===== config.mk =====
export PLATFORM = sky130hd
export DESIGN_NAME = im_vga_ctrl_flat
export DESIGN_NICKNAME = d
export VERILOG_FILES = /design/src/rtl/im_vga_ctrl_if.sv /design/src/rtl/im_vga_ctrl.sv /design/src/flat_wrapper.sv
export SDC_FILE = /design/constraint.sdc
export NUM_CORES = 1
export LEC_CHECK = 0
export ABC_AREA = 0
export BUFFER_PORTS_ARGS = -buffer_cell sky130_fd_sc_hd__buf_2
export CAP_MARGIN = 20
export CORE_AREA = 2 2 75 77
export DETAILED_ROUTE_END_ITERATION = 8
export DIE_AREA = 0 0 77 79
export PLACE_DENSITY = 0.74
export SYNTH_ARGS = -nofsm -noshare
export SYNTH_HDL_FRONTEND = slang
export SYNTH_SLANG_ARGS = --single-unit

===== constraint.sdc =====
create_clock -name clk -period 4.5 [get_ports clk]
set_clock_uncertainty 0.05 [all_clocks]
set_input_delay 0 -clock clk [delete_from_list [all_inputs] [get_ports clk]]
set_output_delay 0 -clock clk [all_outputs]
set_load 0.1 [all_outputs]

===== src/rtl/im_vga_ctrl_if.sv =====
// Bundle between the VGA scan-out controller, the host/register side and the image memory.
// Latency: none (wires only).
// Backpressure: none; the host strobes requests, the memory answers at a fixed latency.
interface im_vga_ctrl_if #(
  parameter int ISEL_W = 8
);
  logic              en;
  logic [ISEL_W-1:0] isel_req;
  logic              isel_req_valid;
  logic [ISEL_W-1:0] isel;
  logic              isel_pending;
  logic [9:0]        pixel_x;
  logic [9:0]        pixel_y;
  logic [11:0]       mem_rgb;
  logic [3:0]        vga_r;
  logic [3:0]        vga_g;
  logic [3:0]        vga_b;
  logic              vga_hs;
  logic              vga_vs;
  logic              frame_start;

  // Controller side.
  modport master (
    input  en, isel_req, isel_req_valid, mem_rgb,
    output isel, isel_pending, pixel_x, pixel_y,
           vga_r, vga_g, vga_b, vga_hs, vga_vs, frame_start
  );

  // Host / memory / connector side.
  modport slave (
    output en, isel_req, isel_req_valid, mem_rgb,
    input  isel, isel_pending, pixel_x, pixel_y,
           vga_r, vga_g, vga_b, vga_hs, vga_vs, frame_start
  );
endinterface


===== src/rtl/im_vga_ctrl.sv =====
// VGA scan-out controller: pixel/line counters, syncs, RGB realignment, frame-boundary image select.
// Latency: RGB and syncs appear one pixel period (CLK_DIV clks) after pixel_x/pixel_y.
// Backpressure: none; image-select requests are held pending until a frame wrap.
// Optional: define IM_VGA_SLIDESHOW_EN to auto-advance isel every SLIDE_FRAMES frames.
module im_vga_ctrl #(
  parameter int CLK_DIV      = 4,
  parameter int MEM_LAT      = 1,
  parameter int H_ACTIVE     = 640,
  parameter int H_FP         = 16,
  parameter int H_SYNC       = 96,
  parameter int H_BP         = 48,
  parameter int V_ACTIVE     = 480,
  parameter int V_FP         = 10,
  parameter int V_SYNC       = 2,
  parameter int V_BP         = 33,
  parameter int ISEL_W       = 8,
  parameter int NUM_IMG      = 2,
  parameter int SLIDE_FRAMES = 60
) (
  input  logic           clk,
  input  logic           rst,
  im_vga_ctrl_if.master  bus
);

  localparam int H_TOTAL = H_ACTIVE + H_FP + H_SYNC + H_BP;
  localparam int V_TOTAL = V_ACTIVE + V_FP + V_SYNC + V_BP;
  localparam int DIV_W   = (CLK_DIV > 1) ? $clog2(CLK_DIV) : 1;

  // The memory must answer within one pixel period, otherwise the realigned RGB is stale.
  if (CLK_DIV < MEM_LAT + 1 || NUM_IMG < 1 || SLIDE_FRAMES < 1) begin : g_param_check
    $error("im_vga_ctrl: CLK_DIV must be >= MEM_LAT+1, NUM_IMG and SLIDE_FRAMES >= 1");
  end

  typedef enum logic {IDLE, RUN} state_t;

  state_t            state, state_nxt;
  logic              run;
  logic [DIV_W-1:0]  div_cnt;
  logic [9:0]        h_cnt, v_cnt;
  logic              pix_tick, h_last, v_last, frame_wrap;
  logic              active, hs_raw, vs_raw;
  logic [11:0]       rgb_q;
  logic              hs_q, vs_q, fs_q;
  logic [ISEL_W-1:0] isel_q, isel_nxt, pend_val, pend_val_nxt;
  logic              pend_q, pend_nxt;

  // State register.
  always_ff @(posedge clk or negedge rst) begin
    if (!rst) state <= IDLE;
    else      state <= state_nxt;
  end

  // Next state; counting follows en directly so the first pixel tick lands CLK_DIV clks after en rises.
  always_comb begin
    state_nxt = state;
    run       = bus.en;
    case (state)
      IDLE:    if (bus.en)  state_nxt = RUN;
      RUN:     if (!bus.en) state_nxt = IDLE;
      default: state_nxt = IDLE;
    endcase
  end

  assign pix_tick   = run && (div_cnt == DIV_W'(CLK_DIV - 1));
  assign h_last     = (h_cnt == 10'(H_TOTAL - 1));
  assign v_last     = (v_cnt == 10'(V_TOTAL - 1));
  assign frame_wrap = pix_tick && h_last && v_last;
  assign active     = (h_cnt < 10'(H_ACTIVE)) && (v_cnt < 10'(V_ACTIVE));
  assign hs_raw     = !((h_cnt >= 10'(H_ACTIVE + H_FP)) && (h_cnt < 10'(H_ACTIVE + H_FP + H_SYNC)));
  assign vs_raw     = !((v_cnt >= 10'(V_ACTIVE + V_FP)) && (v_cnt < 10'(V_ACTIVE + V_FP + V_SYNC)));

  // Clock divider and raster counters; cleared whenever scanning is disabled.
  always_ff @(posedge clk or negedge rst) begin
    if (!rst) begin
      div_cnt <= '0;
      h_cnt   <= '0;
      v_cnt   <= '0;
    end else if (!run) begin
      div_cnt <= '0;
      h_cnt   <= '0;
      v_cnt   <= '0;
    end else if (pix_tick) begin
      div_cnt <= '0;
      if (h_last) begin
        h_cnt <= '0;
        v_cnt <= v_last ? 10'd0 : v_cnt + 10'd1;
      end else begin
        h_cnt <= h_cnt + 10'd1;
      end
    end else begin
      div_cnt <= div_cnt + 1'b1;
    end
  end

  // Output stage: capture the memory answer and syncs for the pixel that is about to advance.
  always_ff @(posedge clk or negedge rst) begin
    if (!rst) begin
      rgb_q <= '0;
      hs_q  <= 1'b1;
      vs_q  <= 1'b1;
    end else if (!run) begin
      rgb_q <= '0;
      hs_q  <= 1'b1;
      vs_q  <= 1'b1;
    end else if (pix_tick) begin
      rgb_q <= active ? bus.mem_rgb : 12'h000;
      hs_q  <= hs_raw;
      vs_q  <= vs_raw;
    end
  end

`ifdef IM_VGA_SLIDESHOW_EN
  localparam int FCNT_W = $clog2(SLIDE_FRAMES + 1);
  logic [FCNT_W-1:0] fcnt, fcnt_nxt;
  logic [ISEL_W-1:0] slide_next;
  assign slide_next = (isel_q >= ISEL_W'(NUM_IMG - 1)) ? '0 : isel_q + 1'b1;
`endif

  // Image-select scheduling: apply at frame wrap (or at once when idle); a coinciding strobe waits a frame.
  always_comb begin
    isel_nxt     = isel_q;
    pend_nxt     = pend_q;
    pend_val_nxt = pend_val;
`ifdef IM_VGA_SLIDESHOW_EN
    fcnt_nxt     = fcnt;
    if (!run) begin
      fcnt_nxt = '0;
    end else if (frame_wrap) begin
      if (pend_q) begin
        fcnt_nxt = '0;
      end else if (fcnt == FCNT_W'(SLIDE_FRAMES - 1)) begin
        fcnt_nxt = '0;
        isel_nxt = slide_next;
      end else begin
        fcnt_nxt = fcnt + 1'b1;
      end
    end
`endif
    if (pend_q && (frame_wrap || state == IDLE)) begin
      isel_nxt = pend_val;
      pend_nxt = 1'b0;
    end
    if (bus.isel_req_valid) begin
      pend_val_nxt = bus.isel_req;
      pend_nxt     = 1'b1;
    end
  end

  // Image-select and frame-start registers.
  always_ff @(posedge clk or negedge rst) begin
    if (!rst) begin
      isel_q   <= '0;
      pend_q   <= 1'b0;
      pend_val <= '0;
      fs_q     <= 1'b0;
`ifdef IM_VGA_SLIDESHOW_EN
      fcnt     <= '0;
`endif
    end else begin
      isel_q   <= isel_nxt;
      pend_q   <= pend_nxt;
      pend_val <= pend_val_nxt;
      fs_q     <= frame_wrap;
`ifdef IM_VGA_SLIDESHOW_EN
      fcnt     <= fcnt_nxt;
`endif
    end
  end

  assign bus.isel         = isel_q;
  assign bus.isel_pending = pend_q;
  assign bus.pixel_x      = h_cnt;
  assign bus.pixel_y      = v_cnt;
  assign bus.vga_r        = rgb_q[11:8];
  assign bus.vga_g        = rgb_q[7:4];
  assign bus.vga_b        = rgb_q[3:0];
  assign bus.vga_hs       = hs_q;
  assign bus.vga_vs       = vs_q;
  assign bus.frame_start  = fs_q;

endmodule


===== src/flat_wrapper.sv =====
// flat-port wrapper written by rule: the top's interface ports become plain ports
module im_vga_ctrl_flat 
#(
  parameter int CLK_DIV      = 4,
  parameter int MEM_LAT      = 1,
  parameter int H_ACTIVE     = 640,
  parameter int H_FP         = 16,
  parameter int H_SYNC       = 96,
  parameter int H_BP         = 48,
  parameter int V_ACTIVE     = 480,
  parameter int V_FP         = 10,
  parameter int V_SYNC       = 2,
  parameter int V_BP         = 33,
  parameter int ISEL_W       = 8,
  parameter int NUM_IMG      = 2,
  parameter int SLIDE_FRAMES = 60
)
  (clk, rst, bus_en, bus_isel_req, bus_isel_req_valid, bus_mem_rgb, bus_isel, bus_isel_pending, bus_pixel_x, bus_pixel_y, bus_vga_r, bus_vga_g, bus_vga_b, bus_vga_hs, bus_vga_vs, bus_frame_start);
  im_vga_ctrl_if #(.ISEL_W(ISEL_W)) bus_i ();
  input  logic clk;
  input  logic rst;
  input wire logic [$bits(bus_i.en)-1:0] bus_en;
  input wire logic [$bits(bus_i.isel_req)-1:0] bus_isel_req;
  input wire logic [$bits(bus_i.isel_req_valid)-1:0] bus_isel_req_valid;
  input wire logic [$bits(bus_i.mem_rgb)-1:0] bus_mem_rgb;
  output wire logic [$bits(bus_i.isel)-1:0] bus_isel;
  output wire logic [$bits(bus_i.isel_pending)-1:0] bus_isel_pending;
  output wire logic [$bits(bus_i.pixel_x)-1:0] bus_pixel_x;
  output wire logic [$bits(bus_i.pixel_y)-1:0] bus_pixel_y;
  output wire logic [$bits(bus_i.vga_r)-1:0] bus_vga_r;
  output wire logic [$bits(bus_i.vga_g)-1:0] bus_vga_g;
  output wire logic [$bits(bus_i.vga_b)-1:0] bus_vga_b;
  output wire logic [$bits(bus_i.vga_hs)-1:0] bus_vga_hs;
  output wire logic [$bits(bus_i.vga_vs)-1:0] bus_vga_vs;
  output wire logic [$bits(bus_i.frame_start)-1:0] bus_frame_start;
  assign bus_i.en = bus_en;
  assign bus_i.isel_req = bus_isel_req;
  assign bus_i.isel_req_valid = bus_isel_req_valid;
  assign bus_i.mem_rgb = bus_mem_rgb;
  assign bus_isel = bus_i.isel;
  assign bus_isel_pending = bus_i.isel_pending;
  assign bus_pixel_x = bus_i.pixel_x;
  assign bus_pixel_y = bus_i.pixel_y;
  assign bus_vga_r = bus_i.vga_r;
  assign bus_vga_g = bus_i.vga_g;
  assign bus_vga_b = bus_i.vga_b;
  assign bus_vga_hs = bus_i.vga_hs;
  assign bus_vga_vs = bus_i.vga_vs;
  assign bus_frame_start = bus_i.frame_start;
  im_vga_ctrl #(.CLK_DIV(CLK_DIV), .MEM_LAT(MEM_LAT), .H_ACTIVE(H_ACTIVE), .H_FP(H_FP), .H_SYNC(H_SYNC), .H_BP(H_BP), .V_ACTIVE(V_ACTIVE), .V_FP(V_FP), .V_SYNC(V_SYNC), .V_BP(V_BP), .ISEL_W(ISEL_W), .NUM_IMG(NUM_IMG), .SLIDE_FRAMES(SLIDE_FRAMES)) u_core (.clk(clk), .rst(rst), .bus(bus_i));
endmodule

After elaboration in Yosys (flattened, before gate mapping):

Cells that the tools add are included.

* register bits after elaboration: 55
* bits of input ports: 24
* output and inout bits: 44
* word-level logic and storage cells: 57

* add/sub/neg operators: 3
* order comparisons: 6
* eq/ne operators: 5
* mux-type cells: 19
* bitwise operators: 1
* reductions and logical operators: 12

Operators with widths (number)
* $mux W10: 7
* $mux W12: 3
* $add A10 B1 Y10 const B: 2
* $eq A10 B10 Y1 const B: 2
* $lt A10 B10 Y1 const B: 2
* $lt A10 B9 Y1 const B: 2
* $ge A10 B10 Y1 const B: 1
* $ge A10 B9 Y1 const B: 1
* $logic_and A1 B1 Y1: 7
* $mux W1: 7
* $mux W2: 2
* $ne A2 B1 Y1 const B: 2
* $add A2 B1 Y2 const B: 1
* $eq A2 B2 Y1 const B: 1
* $logic_not A1 Y1: 2
* $reduce_and A2 Y1: 1
* $reduce_bool A2 Y1: 1
* $logic_or A1 B1 Y1: 1
* $not A1 Y1: 1

Logic depth before layout (Yosys ltp):

* depth in word-level cells: 8
* mapped depth: 7
* gate-level depth less buffers: 6

Worst setup path after synthesis:

No wires, ideal clock.

* kind: register -> register
* from: register u_core.h_cnt[1] (netlist: u_core.bus.pixel_x[1])
* to: register u_core.isel_q[0] (netlist: u_core.bus.isel[0])
* setup time: 0.125 ns
* data arrival time: 2.515 ns
* slack: 1.810 ns
* cell stages (with the launch flop): 7
* buffers on the path: 1
* period minus slack after synthesis: 2.690 ns
* cells stage by stage: dfrtp_1 ha_1 and3_1 buf_4 nand4_2 o32ai_4 mux2_2

* cells in the longest elaborated chain, start to end: 5

RTL lines
* from (decl): RTL line im_vga_ctrl.sv:39 `logic [9:0] h_cnt, v_cnt;`
* from (signal assigned): RTL line im_vga_ctrl.sv:88 `h_cnt <= h_cnt + 10'd1;`
* $eq A10 B10 Y1: RTL line im_vga_ctrl.sv:65 `assign h_last = (h_cnt == 10'(H_TOTAL - 1));`
* $logic_and A1 B1 Y1 (2 in a row): RTL line im_vga_ctrl.sv:67 `assign frame_wrap = pix_tick && h_last && v_last;`
* $logic_or A1 B1 Y1: RTL line im_vga_ctrl.sv:139 `if (pend_q && (frame_wrap || state == IDLE)) begin`
* $logic_and A1 B1 Y1: RTL line im_vga_ctrl.sv:139
* to (signal assigned): RTL line im_vga_ctrl.sv:160 `isel_q <= isel_nxt;`
* to (decl): RTL line im_vga_ctrl.sv:44 `logic [ISEL_W-1:0] isel_q, isel_nxt, pend_val, pend_val_nxt;`

Every way passes these cells.
A chain may end at the register's enable or synchronous reset.

Worst setup path after layout:

* from: register u_core.h_cnt[1] (netlist: u_core.bus.pixel_x[1])
* to: register u_core.v_cnt[9] (netlist: u_core.bus.pixel_y[9])

* cells in the longest elaborated chain, start to end: 3

RTL lines
* $eq A10 B10 Y1: RTL line im_vga_ctrl.sv:65
* $ne A2 B1 Y1 (no line)
* $reduce_and A2 Y1 (no line)
* to (signal assigned): RTL line im_vga_ctrl.sv:86 `v_cnt <= v_last ? 10'd0 : v_cnt + 10'd1;`
* to (decl): RTL line im_vga_ctrl.sv:39

Every way passes these cells.

==> run summary <==
==================================================================================================
Outcome                                                                               complete, no violations
Post-synthesis area per instance                                                         11.80 um2
Max-slew headroom at the worst pin                                                          0.3113
Sequential area share after synthesis                                                       0.5485
Resize count post-CTS                                                                            0
Total setup violations reported at the end of the flow                                           0
Summed instance area of the synthesized netlist                                       0.002514 mm2
Mapped Nets                                                                                    242
Flip-flop and latch count after synthesis                                                       55
Die Outline Area                                                                      0.006083 mm2
Post-placement worst setup slack                                                           2161 ps
Number of synthesized flops with an enable pin                                                   0
Setup TNS Final                                                                               0 ps
Final estimated routing congestion in global placement                                      0.8229
Busiest layer in global routing                                                               met2
Highest-count cells in the layout ignoring fill and taps                              buf_2 (67), dfrtp_1 (53), dlygate4sd3_1 (22), mux2_2 (18), a22o_1 (13)
Pwr/cell area                                                                         335.2 mW/mm2
Number of distinct library cells after synthesis                                                42
Number of design-rule violations left by the first detailed-router iteration                   145
Tot GR Track Use                                                                            0.1878
Fin crit period                                                                            2367 ps
Launching element type of the critical path                                               register
Clock buffers created by TritonCTS                                                               5
Worst Path Arrival                                                                         2560 ps
Routed wire per std cell                                                                  14.44 um
Crit path capture type                                                                    register
Global-route met3 utilization                                                              0.05568
Share of post-route cells with drive strength above 1                                       0.3421
WHS                                                                                       25.94 ps
Data required time at the worst endpoint                                                   4690 ps
Remaining Overflow, GRT                                                                          0
Min-Delay Path Class                                                                  input port to register
Placeable core region                                                                 0.005338 mm2
Final worst setup slack                                                                    2133 ps
Final Cycle Share                                                                           0.5261
Number of sinks on the clock net                                                                55
Die Y                                                                                        79 um
Root cell of the clock tree                                                               clkbuf_8
Sequential cell area                                                                  0.001379 mm2
Global-route wire length before repair                                                    9.218 mm
Peak supply drop                                                                         0.3241 mV
CTS Buffer Depth                                                                                 2
Clock transition time at the flip-flop clock pins of the worst setup and hold paths         100 ps
Synth Instances                                                                                213
Dominant synthesized flop cell                                                             dfrtp_1
Width of the die                                                                             77 um
Post-Route WL                                                                             5.429 mm
Setup repair after global routing missed its margin                                             no
Final core occ                                                                              0.6057
CTS Hold Buffers Added                                                                          22
Num rows                                                                                        27
Max Cap Viol                                                                                     0
Via Count                                                                                     2013
Asr flop ratio synth                                                                         1.000
Maximum clock rate                                                                      0.4224 GHz
I/O Pins                                                                                        68
Footprint of the multi-input gates                                                    0.001072 mm2
Remaining number of nets flagged by the antenna check after routing                              0
Most common cell after layout, fill and taps aside                                           buf_2
Starting density of the core                                                                0.4709
Leakage                                                                                   1.550 nW
Final Slew Violations                                                                            0
Slew at the pin closest to its max-slew limit                                              1020 ps
Number of global-route vias before repair                                                     1968
Level count of the clock H-tree                                                                  2
Number of setup buffers added after CTS                                                          0
Worst-path fanout max                                                                           15
Synth Warn #                                                                                     0
Clk Latency, worst-skew pair                                                                300 ps
Final layout net count                                                                         332
Met2 Track Usage GR                                                                         0.3070
Category of the most critical setup path                                              register to register
TritonCTS clock tree                                                                          done
Layout filler cell count                                                                       443
Detailed placement HPWL                                                                   3.652 mm
Buffers added on ports                                                                          67
Total inserted antenna cells                                                                     0
Via count normalized by instance count                                                       5.354
Final Total Pwr                                                                           1.084 mW
Area growth from synthesis to layout                                                        28.62%
Largest net degree at the start of global routing                                               56
Hold violation count in the final report                                                         0
Global routing usage on met1                                                                0.2496
Residual DRC count                                                                               0
TritonRoute pass-1 iters                                                                         4
Number of antenna violations at the first check in global routing                                0
==================================================================================================
cell families (layout without fill, tap and decap cells):
kind of cell    after synthesis  count (layout)  share of synthesized area
simple gates                 68              68                     0.1668
flops                        55              55                     0.5485
buf+inv                      16             107                    0.02738
fa+ha+maj                     5               5                    0.02489
mux                          19              19                    0.08462
compound gates               45              45                     0.1304
xor+xnor                      5               5                    0.01742
worst max-delay path: stages (launching register included):
cell and delay (ps):
dfrtp_1 420, ha_1 230, and3_1 310, a41oi_1 490
or4_1 660, a21oi_1 150
metrics by stage:
| stage | std cells | area (um2) |
|---|---|---|
| finish | 376 | 3233 |
| global route | 376 | 3233 |
| CTS | 375 | 3226 |
| detailed placement | 345 | 2914 |
| global placement | 345 | 2914 |
| floorplan | 213 | 2514 |
routing by layer:
layer / routed length, um / up-vias
li1: - / 963
met1: 2394 / 969
met2: 2604 / 77
met3: 399 / 4
met4: 29 / 0
met5: 0 / -
state kept, by name, indices dropped and copies added (netlist names):
signal and count:
u_core.rgb_q 12, u_core.bus.pixel_x 10, u_core.bus.pixel_y 10, u_core.bus.isel 8
u_core.pend_val 8, u_core.div_cnt 2, u_core.bus.frame_start 1, u_core.bus.isel_pending 1
u_core.bus.vga_hs 1, u_core.bus.vga_vs 1, u_core.state 1
worst paths after layout:
| kind | cells past startpoint | to | start | slack, ps |
|---|---|---|---|---|
| worst max-delay path | 5 | u_core.bus.pixel_y[9] | u_core.bus.pixel_x[1] | 2130 |
| worst min-delay path | 2 | u_core.bus.isel_pending | bus_isel_req_valid | 30 |
| worst min register to register | 1 | u_core.div_cnt[0] | u_core.div_cnt[0] | 400 |
| worst max register to register | 5 | u_core.bus.pixel_y[9] | u_core.bus.pixel_x[1] | 2130 |
| max in group asynchronous | 3 | u_core.rgb_q[10] | rst | 3670 |
| min in group asynchronous | 3 | u_core.bus.isel[1] | rst | 300 |
synthesized netlist by cell type (2+ instances only):
cell / instances / share of area
nor3_1: 5 / 0.010
nor4b_4: 2 / 0.019
or3_1: 6 / 0.015
dfstp_2: 2 / 0.021
nand2b_1: 3 / 0.0075
clkbuf_1: 3 / 0.0045
ha_1: 5 / 0.025
a31oi_1: 4 / 0.010
o31ai_1: 2 / 0.0060
and2_1: 4 / 0.010
nor4b_1: 2 / 0.0070
dfrtp_1: 53 / 0.53
a21oi_1: 10 / 0.020
xor2_1: 5 / 0.017
buf_2: 4 / 0.0080
nand3_1: 9 / 0.018
mux2_2: 18 / 0.081
a22o_1: 13 / 0.045
nor2_1: 9 / 0.013
inv_1: 8 / 0.012
and3_1: 4 / 0.010
nand2_1: 10 / 0.015
nand4_1: 4 / 0.010
a41oi_1: 2 / 0.0070
o21ai_0: 9 / 0.018
area by class of cell:
class / instances / share of cell area
tap: 72 / 0.02786
clock inverter: 3 / 0.006966
sequential: 55 / 0.4265
inverter: 8 / 0.009288
timing repair buffer: 91 / 0.1765
clock buffer: 5 / 0.02128
multi-input combinational: 142 / 0.3317
where the power goes:
group	switching, mW	internal, mW	leakage (nW)
logic	0.201	0.0615	0.785
clock network	0.168	0.113	0.0489
registers	0.0163	0.524	0.716
(Power assumes the default switching activity.)
